## src/rtl/frac_pwm_ctrl.sv

```systemverilog
// Host configuration scheduler for frac_pwm: shadow No/N/mf, validated commit, atomic apply at period boundary.
// Optional soft-start ramp of N is compiled in with `define FRAC_PWM_RAMP_EN.
module frac_pwm_ctrl #(
  parameter int          W         = 17,
  parameter int unsigned NO_RESET  = 4000
`ifdef FRAC_PWM_RAMP_EN
  , parameter int        RAMP_STEP = 16
`endif
) (
  input  logic         sys_clk,
  input  logic         sync_rst_n,
  input  logic         host_wr,
  input  logic [1:0]   host_addr,
  input  logic [W-1:0] host_wdata,
  input  logic [W-1:0] count,
  output logic [W-1:0] No,
  output logic [W-1:0] N,
  output logic [W-1:0] mf,
  output logic         host_busy,
  output logic         upd_done,
  output logic         upd_err
);

  localparam logic [W-1:0] NO_RST = NO_RESET[W-1:0];

  // Host port: host_wr is a one-cycle strobe with no ready; it is accepted only
  // while host_busy is low and silently dropped otherwise.
  typedef enum logic [1:0] {
    IDLE = 2'd0,
    PEND = 2'd1
`ifdef FRAC_PWM_RAMP_EN
    , RAMP = 2'd2
`endif
  } state_t;

  state_t       state_q, state_d;
  logic [W-1:0] count_q;
  logic [W-1:0] no_sh, n_sh, mf_sh;
  logic [W-1:0] no_sh_d, n_sh_d, mf_sh_d;
  logic [W-1:0] no_d, n_d, mf_d;
  logic         done_d, err_d;
  logic         bnd, wr_ok, commit_req, no_valid;
  logic [W-1:0] n_t_new;

  assign bnd        = (count == '0) && (count_q != '0);
  assign wr_ok      = host_wr && (state_q == IDLE);
  assign commit_req = wr_ok && (host_addr == 2'd3) && host_wdata[0];
  assign no_valid   = (no_sh >= W'(2));
  assign n_t_new    = (n_sh < no_sh) ? n_sh : no_sh;
  assign host_busy  = (state_q != IDLE);

`ifdef FRAC_PWM_RAMP_EN
  localparam logic [W:0] STEP = (W+1)'(RAMP_STEP);

  logic [W-1:0] n_t_q, n_t_d, ramp_tgt, n_step, dn_gap;
  logic [W:0]   up_sum;
  logic         step_done;

  // In PEND the target is being latched this edge, so step toward the fresh value.
  assign ramp_tgt = (state_q == PEND) ? n_t_new : n_t_q;
  assign up_sum   = {1'b0, N} + STEP;
  assign dn_gap   = N - ramp_tgt;

  always_comb begin
    n_step = ramp_tgt;
    if (N < ramp_tgt) begin
      n_step = (up_sum >= {1'b0, ramp_tgt}) ? ramp_tgt : up_sum[W-1:0];
    end else if (N > ramp_tgt) begin
      n_step = ({1'b0, dn_gap} <= STEP) ? ramp_tgt : (N - STEP[W-1:0]);
    end
  end

  assign step_done = (n_step == ramp_tgt);
`endif

  always_ff @(posedge sys_clk or negedge sync_rst_n) begin
    if (!sync_rst_n) state_q <= IDLE;
    else             state_q <= state_d;
  end

  always_comb begin
    state_d = state_q;
    case (state_q)
      IDLE: if (commit_req && no_valid) state_d = PEND;
`ifdef FRAC_PWM_RAMP_EN
      PEND: if (bnd) state_d = step_done ? IDLE : RAMP;
      RAMP: if (bnd && step_done) state_d = IDLE;
`else
      PEND: if (bnd) state_d = IDLE;
`endif
      default: state_d = IDLE;
    endcase
  end

  always_comb begin
    no_sh_d = no_sh;
    n_sh_d  = n_sh;
    mf_sh_d = mf_sh;
    no_d    = No;
    n_d     = N;
    mf_d    = mf;
    done_d  = 1'b0;
    err_d   = 1'b0;
`ifdef FRAC_PWM_RAMP_EN
    n_t_d   = n_t_q;
`endif
    case (state_q)
      IDLE: begin
        if (wr_ok) begin
          case (host_addr)
            2'd0:    no_sh_d = host_wdata;
            2'd1:    n_sh_d  = host_wdata;
            2'd2:    mf_sh_d = host_wdata;
            default: err_d   = host_wdata[0] && !no_valid;
          endcase
        end
      end
      PEND: begin
        if (bnd) begin
          no_d = no_sh;
          mf_d = mf_sh;
`ifdef FRAC_PWM_RAMP_EN
          n_t_d  = n_t_new;
          n_d    = n_step;
          done_d = step_done;
`else
          n_d    = n_t_new;
          done_d = 1'b1;
`endif
        end
      end
`ifdef FRAC_PWM_RAMP_EN
      RAMP: begin
        if (bnd) begin
          n_d    = n_step;
          done_d = step_done;
        end
      end
`endif
      default: ;
    endcase
  end

  always_ff @(posedge sys_clk or negedge sync_rst_n) begin
    if (!sync_rst_n) begin
      count_q  <= '0;
      no_sh    <= NO_RST;
      n_sh     <= '0;
      mf_sh    <= '0;
      No       <= NO_RST;
      N        <= '0;
      mf       <= '0;
      upd_done <= 1'b0;
      upd_err  <= 1'b0;
`ifdef FRAC_PWM_RAMP_EN
      n_t_q    <= '0;
`endif
    end else begin
      count_q  <= count;
      no_sh    <= no_sh_d;
      n_sh     <= n_sh_d;
      mf_sh    <= mf_sh_d;
      No       <= no_d;
      N        <= n_d;
      mf       <= mf_d;
      upd_done <= done_d;
      upd_err  <= err_d;
`ifdef FRAC_PWM_RAMP_EN
      n_t_q    <= n_t_d;
`endif
    end
  end

endmodule

```

## config.mk

```make
export PLATFORM = sky130hd
export DESIGN_NAME = frac_pwm_ctrl
export DESIGN_NICKNAME = d
export VERILOG_FILES = /design/src/rtl/frac_pwm_ctrl.sv
export SDC_FILE = /design/constraint.sdc
export NUM_CORES = 1
export LEC_CHECK = 0
export ABC_CLOCK_PERIOD_IN_PS = 5440
export CAP_MARGIN = 20
export CORE_MARGIN = 2
export CORE_UTILIZATION = 56
export CTS_CLUSTER_DIAMETER = 100
export DETAILED_ROUTE_END_ITERATION = 8
export PLACE_DENSITY = 0.83
export SLEW_MARGIN = 20
export SYNTH_ARGS = -nofsm -noshare
export SYNTH_HDL_FRONTEND = slang
export SYNTH_SLANG_ARGS = --single-unit
```

## constraint.sdc

```tcl
create_clock -name sys_clk -period 5.44 [get_ports sys_clk]
set_clock_uncertainty 0.15 [all_clocks]
set_input_delay 1.36 -clock sys_clk [delete_from_list [all_inputs] [get_ports sys_clk]]
set_output_delay 1.36 -clock sys_clk [all_outputs]
set_load 0.05 [all_outputs]
```

* After elaboration in Yosys (flattened, before gate mapping)
Index checks and enable logic that the tools add are counted.
** Word-level totals
- Bits in registers :: 123
- Input bits :: 39
- Output and inout port bits :: 54
- Word-level logic and storage cells :: 45
** Operators by class
- Order comparisons :: 2
- Equal/unequal tests :: 6
- Muxes and demuxes :: 9
- Reductions and logical operators :: 18
** Operators with widths (count)
- $ge A17 B2 Y1 const B :: 1
- $logic_not A17 Y1 :: 1
- $lt A17 B17 Y1 :: 1
- $mux W17 :: 1
- $reduce_bool A17 Y1 :: 1
- $reduce_and A3 Y1 :: 3
- $logic_and A1 B1 Y1 :: 6
- $mux W1 :: 5
- $eq A2 B1 Y1 const B :: 2
- $eq A2 B2 Y1 const B :: 2
- $logic_not A2 Y1 :: 2
- $mux W2 :: 2
- $pmux W2 S2 :: 1
- $reduce_and A2 Y1 :: 2
- $reduce_or A3 Y1 :: 1
- $ne A2 B1 Y1 const B :: 1
- $ne A2 B2 Y1 const B :: 1
- $reduce_bool A2 Y1 :: 1
- $logic_not A1 Y1 :: 1

* Logic depth before layout (Yosys ltp)
Gate-level depths: netlist of run 1.
- Word-level depth :: 7
- Mapped depth :: 9
- Depth with buffers taken out :: 7

* Worst setup path before layout of run 1
Ideal clock, no wire load.
- Path type :: input-to-reg
- Start point :: input count[3]
- End point :: register N[10]
- Library setup time :: 0.129 ns
- Arrival time :: 2.596 ns
- Data required time :: 5.161 ns
- Slack :: 2.566 ns
- Stages :: 6
- Cells stage by stage :: or4_4 nor3_4 nand4_1 nor2_4 buf_6 a31oi_1
** On the way
- Word-level cells in the longest chain between the ends :: 3
** Ends and longest elaborated chain
- start, declared :: RTL line 15 : input logic [W-1:0] count,
- $logic_not A17 Y1 :: RTL line 45 : assign bnd = (count == '0) && (count_q != '0);
- $logic_and A1 B1 Y1 :: RTL line 45
- $reduce_and A2 Y1 (no source line)
- end signal, assigned :: RTL line 164 : N <= n_d;
- end, declared :: RTL line 17 : output logic [W-1:0] N,
No other way between the ends.
A chain may end at the register's enable or synchronous reset.

* Final worst setup path of run 1
- Start point :: register No[11]
- End point :: output No[11]
** RTL lines
- start, declared :: RTL line 16 : output logic [W-1:0] No,
- start signal, assigned :: RTL line 163 : No <= no_d;
No word-level cell between the ends.

==> impl_metrics.yaml, run 1 <==
critical_path:
  worstRegToRegCells: 7
  critical_path_arrival_ps: 1870
  path_buf_inv: 1
  crit_path_start: "No[11]"
  reg2reg_slack_ps: 2710
  critPathCaptureType: "primary output"
  reg2reg_to: "N[11]"
  crit_fanout: 2
  start_kind: "register"
  rr_startpoint: "no_sh[15]"
  max_stage_delay_ps: 810
  critPathKind: "register to primary output"
  cp-endpoint: "No[11]"
  cp.required_ps: 3930
  crit_slowest_cell: "clkdlybuf4s50_1"
  path_delay_family: "buffers and inverters"
  cp_num_cells: 1
  path_cells: "clkdlybuf4s50_1"
layout:
  drive_above_1_share: 0.172
  fillers: 520
  antenna_cells: 0
  utilization: 0.764
  regArea_um2: 3070
  stdcell_count: 673
  multi_input_area_um2: 1810
  area_growth_pct: 32.0
  design_area_um2: 6660
  num-nets-final: 607
power_and_ir_drop:
  power_density_nw_per_um2: 445
  power_mw: 2.96
  p_leak_nw: 2.94
  irDropWorstVdd_mv: 0.260
clocking:
  cts_tree: "built"
  cts.hold.buffers_added: 0
  clock-sinks: 122
  post_cts_buffers: 0
  cts_buffer_depth: 2
  cts-root-buf: "clkbuf_8"
  clkLatencyLatePin_ps: 520
  clk_pin_slew_ps: 60
  htree_levels: 4
  cts_buffers: 17
  cts_resized: 0
placement:
  gp_congestion: 0.851
  placed_cell_area_um2: 6050
  dp_hpwl_um: 8330
  port_buffers: 92
  dpl.cell_count: 641
  dpl_worst_slack_ps: 1890
timing:
  hold_ws_ps: 315
  finalSetupViolCount: 0
  rsz0062_at_grt: "false"
  slew_violations: 0
  tns_ps: 0
  worst_slack_ps: 2060
  finalHoldViolations: 0
  finalCriticalPeriod_ps: 3380
  worstMarginPinSlew_ps: 844
  fin_crit_sh: 0.621
  relSlewSlack: 0.435
  fmax_ghz: 0.296
grt:
  antenna_found_initial: 0
  grt_pass1_vias: 4060
  grt-ovfl-total: 0
  grtUsageTotal: 0.269
  grt_first_pass_wirelength_um: 20500
  grt_max_degree: 59
floorplanning:
  die_x_um: 98.9
  start_util: 0.578
  fp.coreArea_um2: 8720
  rows: 34
  dieArea_um2: 9780
  boundaryPins: 93
  die_h_um: 98.9
synth:
  yosysWarnings: 0
  synth_area_per_cell_um2: 11.1
  synthTopCellsByCount: "dfrtp_1, nand2_1, o21ai_0"
  syn_area_um2: 5040
  synth_top_cell_area_share: 0.546
  synth.distinct_cells: 37
  ys.flop_type: "dfrtp_1"
  ys_ff_latch: 122
  synth_fp_nets: 508
  yosysMostFrequentCell: "dfrtp_1"
  synth_area_leader_cell: "dfrtp_1"
  synthTopCellsByArea: "dfrtp_1, mux2_2, nand2_1"
  synth_async_sr_flop_share: 1.00
  synth_seq_area_share: 0.608
  synth_edf_count: 0
  syn_inst: 453
detailed_routing:
  wl_per_cell_um: 18.7
  drc: 0
  ant_nets: 0
  wl_um: 12600
  via_per_inst: 5.89
  dr.first_iter.drc_count: 338
  vias: 3965
  drt_pass1_iterations: 6
outcome:
  status: "completed"
flow_run:
  drv_cap: 0
worst_hold_path:
  hp-class: "register to register"
layer usage:
metal | GRT usage | part of all wire
met5 | 0 | 0
met4 | 0.0906 | 0.019
met1 | 0.362 | 0.42
met2 | 0.433 | 0.50
met3 | 0.0631 | 0.060
worst min path at each step:
stage,start,to,slack (ps),depth (start not counted)
detailed placement,No[9],No[9],310,2
global route,mf[1],mf[1],350,2
finish,No[9],No[9],320,2
floorplan,mf_sh[0],mf[0],290,2
global placement,No[8],No[8],300,2
CTS,No[9],No[9],320,2
state kept, by name, summed over array words and instances, names as in the netlist:
name      count
N            17
No           17
count_q      17
mf           17
mf_sh        17
n_sh         17
no_sh        17
state_q       1
upd_done      1
upd_err       1
worst register-to-register path, stage by stage (launching register included):
cell	delay (ps)
dfrtp_1	430
inv_1	110
ha_1	310
nand4_1	190
nor3_1	430
o211a_1	540
o21ai_0	250
a31oi_1	240
area by class of cell:
type                            count  area share
Clock inverter                     15      0.0278
Sequential cell                   122       0.461
Timing Repair Buffer              100       0.147
Inverter                           18      0.0101
Tap cell                          108      0.0203
Clock buffer                       17      0.0622
Multi-Input combinational cell    293       0.272
power by group:
part / internal, mW / total, mW / leakage [nW] / switching [mW]
Combinational: 0.261 / 0.634 / 1.12 / 0.373
Sequential: 1.07 / 1.19 / 1.53 / 0.117
Clock: 0.706 / 1.14 / 0.291 / 0.432
Total: 2.04 / 2.96 / 2.94 / 0.922
cell families (layout without fill, tap and decap cells):
family,count (synthesis),count (layout),synth area share
multiplexers,35,35,0.0781
AO/OA/AOI/OAI,86,86,0.0987
AND/OR/NAND/NOR,156,156,0.140
buffers and inverters,38,150,0.0352
adder cells (fa/ha/maj),16,16,0.0397
flip-flops,122,122,0.608
cell usage in the layout (no fill, tap or decap), types with 2 or more instances in the layout:
master	netlist	final
nor3b_2	2	2
nor3_1	4	3
clkbuf_16	0	16
nand2_1	89	89
buf_4	2	9
inv_6	0	7
nor2_1	21	21
nand3_1	19	19
a21oi_1	3	3
o21ai_1	5	5
nor4_1	9	9
clkinv_2	0	2
o211a_1	2	2
dfrtp_1	110	110
nand4_1	4	4
a31oi_1	18	18
mux2_2	35	35
o21ai_0	48	48
a211oi_1	2	2
clkinvlp_4	0	2
clkdlybuf4s50_1	0	91
dfstp_2	12	12
bufinv_16	0	3
and3_1	2	2
inv_1	18	18
ha_1	16	16
(Power assumes the default switching activity.)
==> run 2: changes to the inputs <==
ABC_CLOCK_PERIOD_IN_PS = 3550   (was 5440)
CORE_UTILIZATION = 52   (was 56)
PLACE_DENSITY = 0.77   (was 0.83)
clock period = 3.55 ns   (was 5.44 ns; I/O delays follow)
==> impl_metrics.yaml, run 2 (same netlist as run 1, synthesis figures left out) <==
clocking:
  clock-sinks: 122
  cts_tree: "built"
  cts_resized: 0
  cts_buffer_depth: 2
  clk_pin_slew_ps: 60
  cts.hold.buffers_added: 0
  post_cts_buffers: 0
  cts_buffers: 17
  clkLatencyLatePin_ps: 510
  cts-root-buf: "clkbuf_8"
  htree_levels: 4
timing:
  fmax_ghz: 0.348
  finalCriticalPeriod_ps: 2870
  finalSetupViolCount: 0
  finalHoldViolations: 0
  fin_crit_sh: 0.808
  hold_ws_ps: 221
  tns_ps: 0
  worstMarginPinSlew_ps: 702
  rsz0062_at_grt: "false"
  relSlewSlack: 0.531
  slew_violations: 0
critical_path:
  path_cells: "clkdlybuf4s50_1"
  cp.required_ps: 2510
  crit_fanout: 2
  crit_slowest_cell: "clkdlybuf4s50_1"
  path_delay_family: "buffers and inverters"
  path_buf_inv: 1
  reg2reg_slack_ps: 1010
  critPathCaptureType: "primary output"
  start_kind: "register"
  critPathKind: "register to primary output"
  max_stage_delay_ps: 800
  critical_path_arrival_ps: 1830
power_and_ir_drop:
  p_leak_nw: 2.93
  irDropWorstVdd_mv: 0.386
  power_density_nw_per_um2: 658
grt:
  grtUsageTotal: 0.236
  grt_max_degree: 77
  grt_first_pass_wirelength_um: 18700
  grt-ovfl-total: 0
  grt_pass1_vias: 3809
  antenna_found_initial: 0
detailed_routing:
  dr.first_iter.drc_count: 204
  drc: 0
  ant_nets: 0
  vias: 3759
  wl_um: 11500
  wl_per_cell_um: 16.5
  via_per_inst: 5.42
  drt_pass1_iterations: 4
layout:
  regArea_um2: 3070
  num-nets-final: 608
  mostFrequentLayoutCell: "dfrtp_1"
  stdcell_count: 694
  multi_input_area_um2: 1800
  drive_above_1_share: 0.170
  final_cell_mix: "dfrtp_1, clkdlybuf4s50_1, nand2_1, o21ai_0, mux2_2"
  antenna_cells: 0
  fillers: 683
  area_growth_pct: 32.1
floorplanning:
  start_util: 0.541
  die_h_um: 102
  rows: 35
  fp.coreArea_um2: 9330
  dieArea_um2: 10500
  boundaryPins: 93
  die_x_um: 102
placement:
  dp_hpwl_um: 8150
  dpl.cell_count: 663
  gp_congestion: 0.819
  port_buffers: 92
flow_run:
  drv_cap: 0
worst_hold_path:
  hp-class: "input port to asynchronous set/reset pin"
outcome:
  status: "completed"
-- run 2: worst paths after layout --
path,start,to,cells after the start
worst min register to register,No[8],No[8],2
worst max register to register,no_sh[15],N[13],7
worst min-delay path,sync_rst_n,mf[3],1
worst max-delay path,No[10],No[10],1
max in group asynchronous,sync_rst_n,no_sh[8],2
min in group sys_clk,No[8],No[8],2
-- run 2: metrics by stage --
step | util | power [mW] | area [um2] | setup slack, ps
floorplan | - | 2.44 | 5040 | 1150
CTS | 0.715 | 4.39 | 6670 | 660
global route | 0.715 | 4.63 | 6670 | 613
detailed placement | 0.654 | 2.76 | 6100 | 526
finish | 0.715 | 4.39 | 6670 | 680
global placement | 0.654 | 2.71 | 6100 | 621
-- run 2: final cells by class --
class                   count  share of cell area
multi-input cells         293               0.271
flip-flops and latches    122               0.460
clock inverters            12              0.0188
well taps                 129              0.0242
repair buffers            101               0.150
inverters                  18              0.0101
clock buffers              19              0.0663
-- run 2: power breakdown --
group	switching, mW	internal [mW]
sequential	0.176	1.65
combinational	0.535	0.409
clock	0.597	1.02
-- run 2: metal layers --
layer  wire (um)  vias up  global-route usage  share of wire
met2        5290      120               0.355           0.46
met3         643       13              0.0678          0.056
li1            -     1782                   -              -
met4         126        0              0.0749          0.011
met1        5400     1844               0.337           0.47
met5           0        -                   0              0
==> run 3: changes to the inputs <==
ABC_CLOCK_PERIOD_IN_PS = 3000   (was 3550)
clock period = 3 ns   (was 3.55 ns; I/O delays follow)
==> impl_metrics.yaml, run 3 (same netlist as run 1, synthesis figures left out) <==
placement:
  dpl_worst_slack_ps: 126
  dp_hpwl_um: 8330
  port_buffers: 92
  gp_congestion: 0.810
critical_path:
  path_cells: "clkdlybuf4s50_1"
  cp.required_ps: 2100
  crit_slowest_cell: "clkdlybuf4s50_1"
  critPathKind: "register to primary output"
  path_buf_inv: 1
  reg2reg_slack_ps: 340
  reg2reg_to: "N[11]"
  worstRegToRegCells: 7
  rr_startpoint: "no_sh[15]"
  cp_num_cells: 1
  critical_path_arrival_ps: 1850
  max_stage_delay_ps: 850
  crit_fanout: 4
  critPathCaptureType: "primary output"
  path_delay_family: "buffers and inverters"
  start_kind: "register"
clocking:
  clock-sinks: 122
  cts_buffer_depth: 2
  cts_tree: "built"
  cts-root-buf: "clkbuf_8"
  cts_buffers: 17
  htree_levels: 4
  clkLatencyLatePin_ps: 510
  cts_resized: 0
  clk_pin_slew_ps: 60
  post_cts_buffers: 0
  cts.hold.buffers_added: 0
layout:
  drive_above_1_share: 0.176
  area_growth_pct: 34.6
  mostFrequentLayoutCell: "dfrtp_1"
  final_cell_mix: "dfrtp_1, clkdlybuf4s50_1, nand2_1, o21ai_0, mux2_2"
  num-nets-final: 610
  antenna_cells: 0
floorplanning:
  start_util: 0.541
  rows: 35
  die_x_um: 102
  die_h_um: 102
  fp.coreArea_um2: 9330
  boundaryPins: 93
  dieArea_um2: 10500
timing:
  fin_crit_sh: 0.915
  worst_slack_ps: 254
  finalCriticalPeriod_ps: 2750
  relSlewSlack: 0.531
  fmax_ghz: 0.364
  finalSetupViolCount: 0
  tns_ps: 0
  rsz0062_at_grt: "false"
  slew_violations: 0
  worstMarginPinSlew_ps: 702
  finalHoldViolations: 0
detailed_routing:
  wl_um: 11900
  via_per_inst: 5.57
  drt_pass1_iterations: 5
  vias: 3884
  drc: 0
  dr.first_iter.drc_count: 202
  ant_nets: 0
  wl_per_cell_um: 17.0
grt:
  grt_first_pass_wirelength_um: 19600
  antenna_found_initial: 0
  use_met3: 0.0522
  grt_use_met2: 0.378
  grt-ovfl-total: 0
  grtUsageTotal: 0.246
  grt_pass1_vias: 3866
  busiest_layer: "met2"
  use_met1: 0.352
  grt_max_degree: 60
power_and_ir_drop:
  power_mw: 5.57
  p_leak_nw: 2.99
  power_density_nw_per_um2: 820
  irDropWorstVdd_mv: 0.531
worst_hold_path:
  hp-class: "input port to asynchronous set/reset pin"
flow_run:
  drv_cap: 0
outcome:
  status: "completed"
==> run 3: layout make-up <==
| class | instances | area, um2 |
|---|---|---|
| Fill cell | 669 | 2530 |
| Tap cell | 129 | 161 |
| Inverter | 18 | 67.6 |
| Timing Repair Buffer | 103 | 1010 |
| Clock inverter | 14 | 244 |
| Sequential cell | 122 | 3070 |
| Clock buffer | 18 | 428 |
| Multi-Input combinational cell | 293 | 1810 |
==> run 3: per-stage QoR <==
stage / utilization / std cells / area, um2 / hold WS [ps]
global placement: 0.656 / 665 / 6110 / 302
detailed placement: 0.656 / 665 / 6110 / 306
floorplan: - / 453 / 5040 / 291
global route: 0.728 / 697 / 6790 / 30.2
finish: 0.728 / 697 / 6790 / 20.2
CTS: 0.728 / 697 / 6790 / 23.5
==> run 3: worst max-delay path by stage <==
stage | start | end | slack (ps)
2_1_floorplan | count[3] | N[10] | 740
3_3_place_gp | count[3] | N[5] | 200
6_report | state_q[0] | host_busy | 250
5_1_grt | no_sh[7] | N[11] | 170
3_5_place_dp | count[3] | N[5] | 130
4_1_cts | no_sh[11] | N[11] | 230
==> run 3: per-layer routing <==
metal,vias up,share of wire,wire (um)
met5,-,0,0
met4,0,0.012,148
met3,13,0.051,604
met2,129,0.47,5560
met1,1954,0.47,5560
li1,1788,-,-
==> run 3: where the power goes <==
| part | internal, mW | switching, mW | leakage (nW) | total, mW |
|---|---|---|---|---|
| clock network | 1.54 | 0.747 | 0.322 | 2.29 |
| logic | 0.474 | 0.641 | 1.14 | 1.12 |
| registers | 1.95 | 0.220 | 1.53 | 2.17 |
| total | 3.96 | 1.61 | 2.99 | 5.57 |
